**config.mk**
```make
export PLATFORM = sky130hd
export DESIGN_NAME = txpippm_step_sequencer
export DESIGN_NICKNAME = d
export VERILOG_FILES = /design/src/rtl/txpippm_step_sequencer.sv
export SDC_FILE = /design/constraint.sdc
export NUM_CORES = 1
export LEC_CHECK = 0
export CORE_ASPECT_RATIO = 2
export CORE_MARGIN = 5
export CORE_UTILIZATION = 33
export CTS_BUF_LIST = sky130_fd_sc_hd__clkbuf_8
export CTS_CLUSTER_SIZE = 24
export DETAILED_ROUTE_END_ITERATION = 12
export GPL_ROUTABILITY_DRIVEN = 0
export PLACE_DENSITY = 0.54
export SETUP_SLACK_MARGIN = 0.2
export SKIP_CTS_REPAIR_TIMING = 1
export SLEW_MARGIN = 20
export SYNTH_ARGS = -nofsm -noshare
export SYNTH_HDL_FRONTEND = slang
export SYNTH_SLANG_ARGS = --single-unit
```
**constraint.sdc**
```tcl
create_clock -name clk_in -period 7 [get_ports clk_in]
set_input_delay 0.7 -clock clk_in [delete_from_list [all_inputs] [get_ports clk_in]]
set_output_delay 0.7 -clock clk_in [all_outputs]
set_load 0.01 [all_outputs]
```
**src/rtl/txpippm_step_sequencer.sv**
```systemverilog
// txpippm_step_sequencer: turns a signed step command into a train of wide, evenly spaced
// pulses with a stable select and step-size word for the TX phase-interpolator PPM controllers.
module txpippm_step_sequencer #(
    parameter int CHANNEL_COUNT  = 10,
    parameter int COUNT_WIDTH    = 16,
    parameter int INTERVAL_WIDTH = 16,
    parameter int PULSE_WIDTH    = 8
) (
    input  logic                     clk_in,
    input  logic                     reset_in,
    input  logic                     cmd_valid_in,
    output logic                     cmd_ready_out,
    input  logic [CHANNEL_COUNT-1:0] cmd_sel_in,
    input  logic [COUNT_WIDTH-1:0]   cmd_steps_in,
    input  logic [3:0]               cmd_magnitude_in,
    input  logic [INTERVAL_WIDTH-1:0] cmd_interval_in,
    input  logic                     abort_in,
    output logic [CHANNEL_COUNT-1:0] sel_out,
    output logic                     pulse_out,
    output logic [4:0]               stepsize_out,
    output logic                     busy_out,
    output logic                     done_out,
    output logic [COUNT_WIDTH-1:0]   steps_remaining_out,
    output logic [1:0]               state_out
);
    localparam int PCW = $clog2(PULSE_WIDTH) + 1;
    localparam int CW  = INTERVAL_WIDTH > PCW ? INTERVAL_WIDTH : PCW;

    // Encoding changes one bit per normal transition, so pulse_out decoded from state is glitch-free.
    typedef enum logic [1:0] {IDLE = 2'b00, SETUP = 2'b01, HIGH = 2'b11, LOW = 2'b10} state_t;

    state_t state, next;
    logic [CW-1:0] cnt, low_len;
    logic [COUNT_WIDTH-1:0] remaining;
    logic abort_held;

    assign cmd_ready_out       = state == IDLE;
    assign busy_out            = state != IDLE;
    assign pulse_out           = state == HIGH;
    assign state_out           = state;
    assign steps_remaining_out = remaining;

    always_comb begin
        next = state;
        case (state)
            IDLE:  next = cmd_valid_in ? SETUP : IDLE;
            SETUP: next = (abort_in || remaining == '0 || stepsize_out[3:0] == 4'd0) ? IDLE : HIGH;
            HIGH:  next = cnt != '0 ? HIGH : (abort_in || abort_held) ? IDLE : LOW;
            LOW:   next = abort_in ? IDLE : cnt != '0 ? LOW : remaining != '0 ? HIGH : IDLE;
        endcase
    end

    always_ff @(posedge clk_in or posedge reset_in) begin
        if (reset_in) begin
            state        <= IDLE;
            cnt          <= '0;
            low_len      <= '0;
            remaining    <= '0;
            abort_held   <= 1'b0;
            sel_out      <= '0;
            stepsize_out <= '0;
            done_out     <= 1'b0;
        end else begin
            state      <= next;
            done_out   <= state != IDLE && next == IDLE;
            // An abort seen mid-pulse is remembered so the pulse still completes its full width.
            abort_held <= state == HIGH && next == HIGH && (abort_held || abort_in);
            if (state == IDLE && cmd_valid_in) begin
                sel_out      <= cmd_sel_in;
                stepsize_out <= {~cmd_steps_in[COUNT_WIDTH-1], cmd_magnitude_in};
                remaining    <= cmd_steps_in[COUNT_WIDTH-1] ? -cmd_steps_in : cmd_steps_in;
                low_len      <= CW'(cmd_interval_in) < CW'(PULSE_WIDTH) ? CW'(PULSE_WIDTH)
                                                                         : CW'(cmd_interval_in);
            end
            if (state == HIGH && cnt == '0)
                remaining <= remaining - COUNT_WIDTH'(1);
            if (next == HIGH && state != HIGH)
                cnt <= CW'(PULSE_WIDTH - 1);
            else if (next == LOW && state == HIGH)
                cnt <= low_len - CW'(1);
            else if (cnt != '0)
                cnt <= cnt - CW'(1);
        end
    end
endmodule

```
# ---- After elaboration in Yosys (flattened, before gate mapping)
# Index checks and enable logic that the tools add are counted.
dict set report word_totals {
  reg_bits 67
  out_inout_bits 37
  inputBits 50
  elab_cells 55
}
dict set report classes {
  eq_ne 6
  magnitude_cmp 1
  bitwise 1
  mux 15
  addsub 4
  n_reduce_logical 20
}
# cell n
set ops {}
lappend ops {{$mux 16} 7}
lappend ops {{$sub 16x1->16 const B} 3}
lappend ops {{$logic_not 16->1} 2}
lappend ops {{$reduce_bool 16->1} 2}
lappend ops {{$lt 16x4->1 const B} 1}
lappend ops {{$neg 16->16} 1}
lappend ops {{$mux 2} 6}
lappend ops {{$eq 2x2->1 const B} 4}
lappend ops {{$pmux 2 s4} 1}
lappend ops {{$logic_and 1x1->1} 7}
lappend ops {{$logic_not 2->1} 2}
lappend ops {{$logic_not 4->1} 1}
lappend ops {{$reduce_bool 2->1} 2}
lappend ops {{$logic_or 1x1->1} 3}
lappend ops {{$reduce_bool 3->1} 1}
lappend ops {{$eq 2x1->1 const B} 1}
lappend ops {{$ne 2x2->1 const B} 1}
lappend ops {{$mux 1} 1}
lappend ops {{$not 1->1} 1}

# ---- Logic depth before layout (Yosys ltp)
# Gate-level depths: netlist (run 1).
dict set report depth {
  ltp_word 9
  mapped_depth 13
  depth_no_buf 11
}

# ---- Worst setup path before layout (run 1)
# Ideal clock, no wire load.
dict set report synth_path {
  path_kind {input-to-reg}
  from {in abort_in}
  to {reg cnt[8]}
  required_ps 6879
  arrival_time_ps 3033
  slack_ps 3846
  path_buffers 2
  setup_time_ps 121
  cell_stages 13
  path_cell_list {nor4bb_1 clkbuf_2 nand4_1 nor2_2 buf_2 a21oi_1 ha_1 or3b_2 nor4_1 o31ai_2 a211oi_1 xor2_1 nor2_1}
}
dict set report synth_between {
  elab_chain_cells 8
  word_cells_on_any_way 15
  classes_between {eq/ne (2); mux (7); reduce/logical (6)}
}
# item line
set synth_rtl {}
lappend synth_rtl {{from (decl)} 17} ;# input logic abort_in,
lappend synth_rtl {{$logic_or 1x1->1, on equally long branches} {48, 47}}
lappend synth_rtl {{$mux 2 or $logic_or 1x1->1 (tied branches)} {48, 47}}
lappend synth_rtl {{$mux 2, on equally long branches} {48, 47}}
lappend synth_rtl {{$pmux 2 s4 (*)} 45} ;# case (state)
lappend synth_rtl {{$eq 2x2->1} 79} ;# else if (next == LOW && state == HIGH)
lappend synth_rtl {{$logic_and 1x1->1} 79}
lappend synth_rtl {{$mux 16} 79}
lappend synth_rtl {{$mux 16} 77} ;# if (next == HIGH && state != HIGH)
lappend synth_rtl {{to (signal assigned)} 78} ;# cnt <= CW'(PULSE_WIDTH - 1);
lappend synth_rtl {{to (signal assigned)} 80} ;# cnt <= low_len - CW'(1);
lappend synth_rtl {{to (signal assigned)} 82} ;# cnt <= cnt - CW'(1);
lappend synth_rtl {{to (decl)} 33} ;# logic [CW-1:0] cnt, low_len;
# Mark *: on every way between the ends. The rest lies on a longest branch, timed or not.
# A chain may end at the register's enable or synchronous reset.

# ---- Worst setup path after layout (run 1)
dict set report layout_path {
  from {in abort_in}
  to {reg cnt[14]}
}
# The elaborated chain is that of the path after synthesis.

==> results of run 1 <==
## metal layers
metal	global-route usage [%]	vias to the layer above	wire length (µm)
met2	32.22	67	6618
li1	-	1720	-
met1	16.29	1755	3889
met3	2.246	16	280
met5	0	-	0
met4	8.573	0	395
## synthesized netlist by cell type, types with 2 or more instances
cell / instances / area, µm²
sky130_fd_sc_hd__nor2_1: 33 / 123.9
sky130_fd_sc_hd__o41ai_1: 2 / 17.52
sky130_fd_sc_hd__a311oi_1: 2 / 17.52
sky130_fd_sc_hd__nand2_1: 103 / 386.6
sky130_fd_sc_hd__nor3_1: 14 / 70.07
sky130_fd_sc_hd__nor3_2: 3 / 30.03
sky130_fd_sc_hd__clkbuf_1: 11 / 41.29
sky130_fd_sc_hd__a211o_1: 2 / 17.52
sky130_fd_sc_hd__xnor2_1: 12 / 105.1
sky130_fd_sc_hd__ha_1: 3 / 37.54
sky130_fd_sc_hd__a221oi_1: 2 / 17.52
sky130_fd_sc_hd__a22o_1: 3 / 26.28
sky130_fd_sc_hd__a211oi_1: 4 / 30.03
sky130_fd_sc_hd__a21oi_1: 25 / 125.1
sky130_fd_sc_hd__buf_2: 4 / 20.02
sky130_fd_sc_hd__o21ai_0: 19 / 95.09
sky130_fd_sc_hd__mux2i_1: 3 / 30.03
sky130_fd_sc_hd__nand4_1: 3 / 18.77
sky130_fd_sc_hd__or3_1: 5 / 31.28
sky130_fd_sc_hd__or2_2: 3 / 18.77
sky130_fd_sc_hd__or4_4: 2 / 22.52
sky130_fd_sc_hd__or3b_2: 4 / 35.03
sky130_fd_sc_hd__o22ai_1: 3 / 18.77
sky130_fd_sc_hd__o32ai_1: 2 / 17.52
sky130_fd_sc_hd__o221ai_1: 2 / 17.52
sky130_fd_sc_hd__or4_1: 12 / 90.09
sky130_fd_sc_hd__and2b_1: 2 / 15.01
sky130_fd_sc_hd__nand3_1: 4 / 20.02
sky130_fd_sc_hd__nand2b_1: 8 / 50.05
sky130_fd_sc_hd__xor2_1: 13 / 113.9
sky130_fd_sc_hd__o311ai_0: 2 / 17.52
sky130_fd_sc_hd__o31ai_1: 7 / 52.55
sky130_fd_sc_hd__o211ai_1: 5 / 37.54
sky130_fd_sc_hd__a31oi_1: 3 / 18.77
sky130_fd_sc_hd__inv_1: 13 / 48.80
sky130_fd_sc_hd__dfrtp_1: 67 / 1677
sky130_fd_sc_hd__nor4_1: 8 / 50.05
## sequential cells by signal, indices dropped and copies added (netlist names)
signal	cells
abort_held	1
cnt	16
done_out	1
low_len	16
sel_out	10
state_out	2
steps_remaining_out	16
stepsize_out	5
## metrics by stage
stage / util (%) / area, µm²
floorplan: - / 3780
global placement: 42.27 / 4771
detailed placement: 42.27 / 4771
CTS: 44.29 / 4999
global route: 44.35 / 5005
finish: 44.35 / 5005
## critical path, stage by stage
cell and delay, ps:
sky130_fd_sc_hd__clkdlybuf4s50_1 470, sky130_fd_sc_hd__nor4bb_1 310, sky130_fd_sc_hd__buf_4 210, sky130_fd_sc_hd__nand4_1 280, sky130_fd_sc_hd__nor2_2 630, sky130_fd_sc_hd__a21oi_1 210
sky130_fd_sc_hd__ha_1 250, sky130_fd_sc_hd__or3b_2 250, sky130_fd_sc_hd__nor4_1 70, sky130_fd_sc_hd__o31ai_2 140, sky130_fd_sc_hd__nor2_1 140, sky130_fd_sc_hd__a31o_1 230
sky130_fd_sc_hd__a21oi_1 130
## logic make-up (layout without fill, tap and decap cells)
logic type | after synthesis | in the layout | share of synthesized area [%]
XOR/XNOR | 25 | 25 | 5.793
AND/OR/NAND/NOR | 217 | 217 | 28.53
multiplexers | 3 | 3 | 0.7945
flip-flops | 67 | 67 | 44.36
buffers and inverters | 30 | 119 | 3.343
adder cells (fa/ha/maj) | 3 | 3 | 0.9932
AO/OA/AOI/OAI | 91 | 91 | 16.19
## worst paths after layout
path	endpoint	slack [ps]	cells after the start
max in group asynchronous	stepsize_out[1]$_DFFE_PP0P_	5490	3
hold reg to reg	sel_out[9]$_DFFE_PP0P_	470	2
hold / removal	sel_out[9]$_DFFE_PP0P_	470	2
min in group asynchronous	low_len[9]$_DFFE_PP0P_	920	3
setup / recovery	cnt[14]$_DFFE_PP0P_	3240	13
setup reg to reg	cnt[14]$_DFFE_PP0P_	3480	11
## report_power, final
part / switching [W] / total, W / internal (W)
sequential: 0.000194 / 0.000760 / 0.000566
combinational: 0.000451 / 0.000880 / 0.000429
clock: 0.000150 / 0.000369 / 0.000218
## cell type report
type                            instances  area (µm²)  area share, %
Sequential cell                        67        1677          33.50
Multi-Input combinational cell        339        1983          39.62
Clock buffer                           11       151.4          3.025
Timing Repair Buffer                   90       890.9          17.80
Clock inverter                          5       76.32          1.525
Inverter                               13       48.80         0.9750
Tap cell                              142       177.7          3.550
==> flow_metrics.tcl, run 1 <==
set metrics [dict create \
    drtPass1Iterations 4 \
    die-height_um 161.4 \
    routed_wl_mm 11.18 \
    placed_cells_incl_taps 651 \
    initial_antenna_violation_count 0 \
    syn_area_per_cell_um2 8.669 \
    timing.critical_path.from "abort_in" \
    clock_latency_ps 350 \
    wire_length_of_the_first_global_routing_pass_mm 17.94 \
    max_freq_mhz 265.9 \
    io_pins 87 \
    htree_num_levels 3 \
    final_net_count 573 \
    report.final.slew_viol_count 0 \
    critical_path_class "primary input to flip-flop" \
    async_reset_ff_share_pct 100.0 \
    cts_buffers 9 \
    dieWidth_um 85.68 \
    synth_top_flop_cell "sky130_fd_sc_hd__dfrtp_1" \
    drc 0 \
    setup-violations-final 0 \
    synth_edf_count 0 \
    postRouteAntennaNets 0 \
    design.core.area_um2 11290 \
    worstSetupStartpointType "primary input" \
    cts_root_buf "sky130_fd_sc_hd__clkbuf_8" \
    tightestPinTransition_ps 881.4 \
    synth-warning-count 0 \
    critical_path_rt_ps 7270 \
    vdd_ir_drop_max_mv 0.1422 \
    count_of_different_cell_masters_after_synthesis 60 \
    floorplan.initialDensity_pct 33.49 \
    final_common_cell "sky130_fd_sc_hd__nand2_1" \
    finClkSkew_ps 9.862 \
    powerDensity_nw_per_um2 401.3 \
    seq_area_frac_synth_pct 44.36 \
    grt_usage_pct 16.55 \
    setup_ws_ps 3239 \
    post_detailed_route_wirelength_per_cell_um 16.77 \
    p_leak_nw 2.087 \
    critical_path.reg2reg.startpoint "cnt[7]$_DFFE_PP0P_" \
    cts_tree "yes" \
    rsz_0062_raised_after_global_routing "no" \
    first_global_vias 3634 \
    period_share_pct 53.73 \
    run_status "complete, no violations" \
    mappedNetlistArea_um2 3780 \
    power_after_layout_w 0.002009 \
    synth.net_count 489 \
    fin_tns_setup_ps 0 \
    post-dp-hpwl_mm 8.472 \
    worst_hold_slack_ps 473.1 \
    mostFrequentLayoutCells "sky130_fd_sc_hd__nand2_1, sky130_fd_sc_hd__clkdlybuf4s50_1, sky130_fd_sc_hd__dfrtp_1, sky130_fd_sc_hd__nor2_1, sky130_fd_sc_hd__a21oi_1" \
    global_route.overflow_total 0 \
    ctsLongestPathBuffers 2 \
    timing.hold.worst.class "flip-flop to flip-flop" \
    worstPathMaxFanout 16 \
    dr.first_iter.drc_count 170 \
    stdcell_count 667 \
    synth_seq_cells 67 \
    worst_ep_arrival_time_ps 4030 \
    numClockSinks 67 \
    syn_to_final_growth_pct 32.41 \
    diodes 0 \
    hp-start "sel_out[9]$_DFFE_PP0P_" \
    final.fill_count 1173 \
    cts.clk_slew.worst_paths_ps 80 \
    dpl_worst_slack_ps 2934 \
    number_of_rows_created_at_floorplan 55 \
    timing.final.crit_period_ps 3761 \
    num_vias 3558 \
    count_of_final_hold_check_violations 0 \
    share_of_final_layout_standard_cells_stronger_than_drive_strength_1_pct 8.000 \
    timing.max_slew.rel_slack_pct 41.24 \
    io_buffer_count 86 \
    grt_max_degree 68 \
    die-area_um2 13820 \
    drv.max_cap_violation_count 0 \
    critical_path_end_type "flip-flop" \
    gate_count_of_the_mapped_netlist 436 \
    routed_via_density 5.334 \
]
Power figures use the tool's default switching activity.
==> inputs of run 2 (changes only) <==
--- a/config.mk
+++ b/config.mk
@@ -12,7 +12,7 @@
 export CTS_CLUSTER_SIZE = 24
 export DETAILED_ROUTE_END_ITERATION = 12
 export GPL_ROUTABILITY_DRIVEN = 0
-export PLACE_DENSITY = 0.54
+export PLACE_DENSITY = 0.56
 export SETUP_SLACK_MARGIN = 0.2
 export SKIP_CTS_REPAIR_TIMING = 1
 export SLEW_MARGIN = 20
==> constraint.sdc (replaced) <==
create_clock -name clk_in -period 3.25 [get_ports clk_in]
set_input_delay 0.325 -clock clk_in [delete_from_list [all_inputs] [get_ports clk_in]]
set_output_delay 0.325 -clock clk_in [all_outputs]
set_load 0.01 [all_outputs]
==> run 2 against run 1 <==
Net effect:
- worst setup slack lost 2800 ps
- register-to-register slack worse by 3100 ps
- combinational power grew 120%
- global-route usage is 0.43 points higher
- critical endpoint unchanged
- clock skew grew 5.4 ps
- die area unchanged
==> flow_metrics.tcl, run 2 (same netlist as run 1, synthesis figures left out) <==
set metrics [dict create \
    syn_to_final_growth_pct 33.50 \
    ff2ff_setup_slack_ps 400 \
    critical_path_end_type "flip-flop" \
    share_seq_of_total_power_pct 38.4 \
    comb_power_share_pct 44.8 \
    design.core.area_um2 11290 \
    num_vias 3600 \
    worstSetupStartpointType "flip-flop" \
    final.fill_count 1168 \
    floorplan.initialDensity_pct 33.49 \
    share_of_final_layout_standard_cells_stronger_than_drive_strength_1_pct 9.211 \
    cts_root_buf "sky130_fd_sc_hd__clkbuf_8" \
    cp_cell_sequence "nor4_2, nand4_1, nor2_2, a21oi_1, ha_1, or3b_2, nor4_2, o31ai_2, nor2_1, a31o_1, a21oi_1" \
    timing.final.crit_period_ps 2847 \
    power_after_layout_w 0.004266 \
    max_freq_mhz 351.2 \
    worst_ep_arrival_time_ps 3110 \
    stdcell_count 674 \
    htree_num_levels 3 \
    final_common_cell "sky130_fd_sc_hd__nand2_1" \
    post_detailed_route_wirelength_per_cell_um 16.81 \
    powerDensity_nw_per_um2 845.4 \
    numClockSinks 67 \
    routed_via_density 5.341 \
    count_of_final_hold_check_violations 0 \
    cts.clk_slew.worst_paths_ps 70 \
    switching_share_pct 40.23 \
    wire_length_of_the_first_global_routing_pass_mm 18.66 \
    die-area_um2 13820 \
    fin_tns_setup_ps 0 \
    finClkSkew_ps 15.29 \
    drc 0 \
    ctsLongestPathBuffers 2 \
    rsz_0062_raised_after_global_routing "no" \
    critical_path.reg2reg.startpoint "cnt[7]$_DFFE_PP0P_" \
    grt_usage_pct 16.98 \
    dr.first_iter.drc_count 162 \
    placed_cells_incl_taps 658 \
    cts_tree "yes" \
    final_net_count 580 \
    post-dp-hpwl_mm 8.728 \
    final_core_utilization_pct 44.71 \
    first_global_vias 3750 \
    worstPathMaxFanout 6 \
    global_route.overflow_total 0 \
    worstReg2RegEnd "cnt[14]$_DFFE_PP0P_" \
    io_pins 87 \
    worst-r2r-cell-count 11 \
    endpoint "cnt[14]$_DFFE_PP0P_" \
    timing.critical_path.from "cnt[7]$_DFFE_PP0P_" \
    run_status "complete, no violations" \
    crit_path_top_delay_cell "sky130_fd_sc_hd__nor4_2" \
    worst_hold_slack_ps 421.0 \
    io_buffer_count 86 \
    grt_max_degree 35 \
    dieWidth_um 85.68 \
    timing.max_slew.rel_slack_pct 48.67 \
    p_leak_nw 2.118 \
    critical_path_class "flip-flop to flip-flop" \
    setup-violations-final 0 \
    vdd_ir_drop_max_mv 0.3071 \
    diodes 0 \
    slowest_delay_ps 600 \
    critical_path_rt_ps 3520 \
    routed_wl_mm 11.33 \
    drv.max_cap_violation_count 0 \
    mostFrequentLayoutCells "sky130_fd_sc_hd__nand2_1, sky130_fd_sc_hd__clkdlybuf4s50_1, sky130_fd_sc_hd__dfrtp_1, sky130_fd_sc_hd__nor2_1, sky130_fd_sc_hd__a21oi_1" \
    tightestPinTransition_ps 769.9 \
    number_of_rows_created_at_floorplan 55 \
    cts_buffers 9 \
    period_share_pct 87.61 \
    pwr-share-clk_pct 16.8 \
    drtPass1Iterations 4 \
    switchingPower_w 0.001716 \
    p_int_w 0.002550 \
    timing.hold.worst.class "primary input to async pin" \
    die-height_um 161.4 \
    clock_latency_ps 350 \
    initial_antenna_violation_count 0 \
    postRouteAntennaNets 0 \
    report.final.slew_viol_count 0 \
]
==> run 2: cell types whose count changed in the layout (fill, tap and decap cells not counted) <==
cell                         previous run  this run
sky130_fd_sc_hd__bufinv_16              2         1
sky130_fd_sc_hd__o22ai_2                1         0
sky130_fd_sc_hd__nor4_2                 1         2
sky130_fd_sc_hd__buf_4                  4        10
sky130_fd_sc_hd__clkinvlp_4             1         0
sky130_fd_sc_hd__o22ai_1                2         3
sky130_fd_sc_hd__nor4_1                 8         7
sky130_fd_sc_hd__buf_12                 0         1
sky130_fd_sc_hd__clkinv_2               1         2
sky130_fd_sc_hd__clkinv_4               0         1
==> run 2: critical path: cells and delay by family (launching register included) <==
family	cells	cell delay (ps)
compound gates	4	610
simple gates	6	1480
flops	1	450
fa+ha+maj	1	220
==> run 2: power by group through the flow <==
| stage | logic [W] | clock network (W) | registers, W |
|---|---|---|---|
| final | 0.00191 | 0.000716 | 0.00164 |
| after global routing | 0.00212 | 0.000776 | 0.00170 |
| after CTS | 0.00194 | 0.000738 | 0.00163 |
| after detailed placement | 0.00192 | 0 | 0.00165 |
| after global placement | 0.00189 | 0 | 0.00164 |
| after floorplan | 0.00103 | 0 | 0.00162 |
==> run 2: how the worst min path moves through the flow <==
stage,cells after the start,slack (ps),start,end
finish,2,420,reset_in,sel_out[3]$_DFFE_PP0P_
global route,2,480,reset_in,sel_out[3]$_DFFE_PP0P_
CTS,2,430,reset_in,sel_out[3]$_DFFE_PP0P_
detailed placement,2,460,sel_out[3]$_DFFE_PP0P_,sel_out[3]$_DFFE_PP0P_
global placement,2,460,sel_out[3]$_DFFE_PP0P_,sel_out[3]$_DFFE_PP0P_
floorplan,2,430,cmd_interval_in[10],low_len[10]$_DFFE_PP0P_
==> run 2: final cells by class <==
type | instances | area [µm²] | share of cell area, %
Inverter | 13 | 48.80 | 0.9670
Clock buffer | 11 | 151.4 | 3.000
Tap cell | 142 | 177.7 | 3.521
Sequential cell | 67 | 1677 | 33.23
Clock inverter | 5 | 52.55 | 1.041
Timing Repair Buffer | 97 | 955.9 | 18.94
Multi-Input combinational cell | 339 | 1983 | 39.30
==> run 2: per-stage QoR <==
| step | setup WS [ps] | cell area, µm² |
|---|---|---|
| after global routing | 138.8 | 5046 |
| after detailed placement | 184.8 | 4836 |
| after floorplan | 232.8 | 3780 |
| after global placement | 223.8 | 4836 |
| final | 402.7 | 5046 |
| after CTS | 401.4 | 5040 |
==> run 2: layer usage <==
| layer | share of wire (%) | up-vias | wire, µm | global-route usage (%) |
|---|---|---|---|---|
| li1 | - | 1733 | - | - |
| met1 | 35 | 1747 | 4019 | 16.99 |
| met2 | 57 | 93 | 6482 | 32.40 |
| met3 | 3.4 | 27 | 389 | 2.552 |
| met4 | 3.8 | 0 | 436 | 9.150 |
| met5 | 0 | - | 0 | 0 |
==> inputs of run 3 (changes only) <==
==> constraint.sdc (replaced) <==
create_clock -name clk_in -period 2.56 [get_ports clk_in]
set_input_delay 0.256 -clock clk_in [delete_from_list [all_inputs] [get_ports clk_in]]
set_output_delay 0.256 -clock clk_in [all_outputs]
set_load 0.01 [all_outputs]
==> run 3 against run 2 <==
Net effect:
- clock power up 41%
- power up 37%
- non-clock buffer count up 28
- largest cell class unchanged
- clock-buffer cell count unchanged
- maximum frequency up 17%
- combinational power up 47%
- clock skew down 7.8 ps
==> flow_metrics.tcl, run 3 (same netlist as run 1, synthesis figures left out) <==
set metrics [dict create \
    dr.first_iter.drc_count 125 \
    p_leak_nw 2.268 \
    routed_via_density 5.208 \
    placed_instance_area_um2 5070 \
    worstPathMaxFanout 5 \
    cts_root_buf "sky130_fd_sc_hd__clkbuf_8" \
    timing.hold.worst.class "primary input to async pin" \
    finished_layout_cell_area_um2 5376 \
    grt_max_degree 68 \
    final_core_utilization_pct 47.64 \
    power_after_layout_w 0.005850 \
    vdd_ir_drop_max_mv 0.4064 \
    max_freq_mhz 409.3 \
    crit_path_top_delay_cell "sky130_fd_sc_hd__or4_4" \
    cts_buffers 9 \
    diodes 0 \
    drc 0 \
    global_route.overflow_total 0 \
    floorplan.initialDensity_pct 33.49 \
    grt_usage_pct 17.14 \
    timing.max_slew.rel_slack_pct 63.29 \
    number_of_rows_created_at_floorplan 55 \
    post_detailed_route_wirelength_per_cell_um 16.35 \
    io_buffer_count 86 \
    cts.clk_slew.worst_paths_ps 70 \
    die-height_um 161.4 \
    dieWidth_um 85.68 \
    clock_latency_ps 340 \
    tightestPinTransition_ps 548.9 \
    rsz_0062_raised_after_global_routing "yes" \
    worst_ep_arrival_time_ps 2710 \
    initial_antenna_violation_count 0 \
    htree_num_levels 3 \
    share_of_final_layout_standard_cells_stronger_than_drive_strength_1_pct 16.25 \
    cp_cell_sequence "or4_4, nand2b_4, nor2_4, a21oi_2, ha_2, or3b_4, nor4_4, o31ai_4, nor2_1, a31o_1, a21oi_1" \
    num_vias 3656 \
    mostFrequentLayoutCells "sky130_fd_sc_hd__nand2_1, sky130_fd_sc_hd__clkdlybuf4s50_1, sky130_fd_sc_hd__dfrtp_1, sky130_fd_sc_hd__buf_4, sky130_fd_sc_hd__nor2_1" \
    design.core.area_um2 11290 \
    ctsLongestPathBuffers 2 \
    worst_hold_slack_ps 309.4 \
    timing.final.crit_period_ps 2443 \
    io_pins 87 \
    drtPass1Iterations 4 \
    die-area_um2 13820 \
    routed_wl_mm 11.48 \
    worstSetupStartpointType "flip-flop" \
    report.final.slew_viol_count 0 \
    slowest_delay_ps 520 \
    cts_tree "yes" \
    period_share_pct 95.43 \
    run_status "complete, no violations" \
    powerDensity_nw_per_um2 1088 \
    post-dp-hpwl_mm 8.752 \
    numClockSinks 67 \
    final_common_cell "sky130_fd_sc_hd__nand2_1" \
    critical_path_end_type "flip-flop" \
    count_of_final_hold_check_violations 0 \
    setup-violations-final 0 \
    final_net_count 608 \
    finClkSkew_ps 7.515 \
    drv.max_cap_violation_count 0 \
    wire_length_of_the_first_global_routing_pass_mm 18.69 \
    syn_to_final_growth_pct 42.24 \
    critical_path_class "flip-flop to flip-flop" \
    postRouteAntennaNets 0 \
    critical_path_rt_ps 2830 \
    first_global_vias 3830 \
    fin_tns_setup_ps 0 \
]
-- run 3: final timing paths --
kind | start | endpoint | slack, ps | cells past startpoint
worst max register to register | cnt[5]$_DFFE_PP0P_ | cnt[14]$_DFFE_PP0P_ | 120 | 11
worst min register to register | sel_out[3]$_DFFE_PP0P_ | sel_out[3]$_DFFE_PP0P_ | 480 | 2
worst min-delay path | reset_in | low_len[9]$_DFFE_PP0P_ | 310 | 3
max in group asynchronous | reset_in | state_out[0]$_DFF_PP0_ | 1950 | 3
worst max-delay path | cnt[5]$_DFFE_PP0P_ | cnt[14]$_DFFE_PP0P_ | 120 | 11
min in group clk_in | cmd_sel_in[7] | sel_out[7]$_DFFE_PP0P_ | 440 | 3
-- run 3: through the flow --
stage | setup slack [ps] | instances
3_5_place_dp | -244.2 | 684
4_1_cts | 58.55 | 700
2_1_floorplan | -132.2 | 436
5_1_grt | 5.448 | 702
3_3_place_gp | -170.0 | 684
6_report | 117.1 | 702
-- run 3: area by class of cell --
type                    count  area (µm²)
fillers                  1139        5909
multi-input cells         339        2076
flip-flops and latches     67        1680
repair buffers            125        1166
well taps                 142       177.7
clock buffers              11       151.4
clock inverters             5       76.32
inverters                  13       48.80
-- run 3: routing by layer --
layer / GRT usage [%] / part of all wire (%) / vias to the layer above
met5: 0 / 0 / -
met4: 9.006 / 3.9 / 0
met3: 2.603 / 2.5 / 19
met2: 32.61 / 58 / 81
met1: 17.33 / 35 / 1768
li1: - / - / 1788
-- run 3: where the power goes --
part	leakage, nW	switching, W	total, W	internal, W
registers	0.819	0.000479	0.00203	0.00155
logic	1.33	0.00139	0.00281	0.00141
clock network	0.117	0.000418	0.00101	0.000597
-- run 3: critical path, delay by kind of cell, from the launching register on --
| family | cells | cell delay (ps) |
|---|---|---|
| AND/OR/NAND/NOR | 6 | 1220 |
| AO/OA/AOI/OAI | 4 | 520 |
| flip-flops | 1 | 440 |
| adder cells (fa/ha/maj) | 1 | 170 |
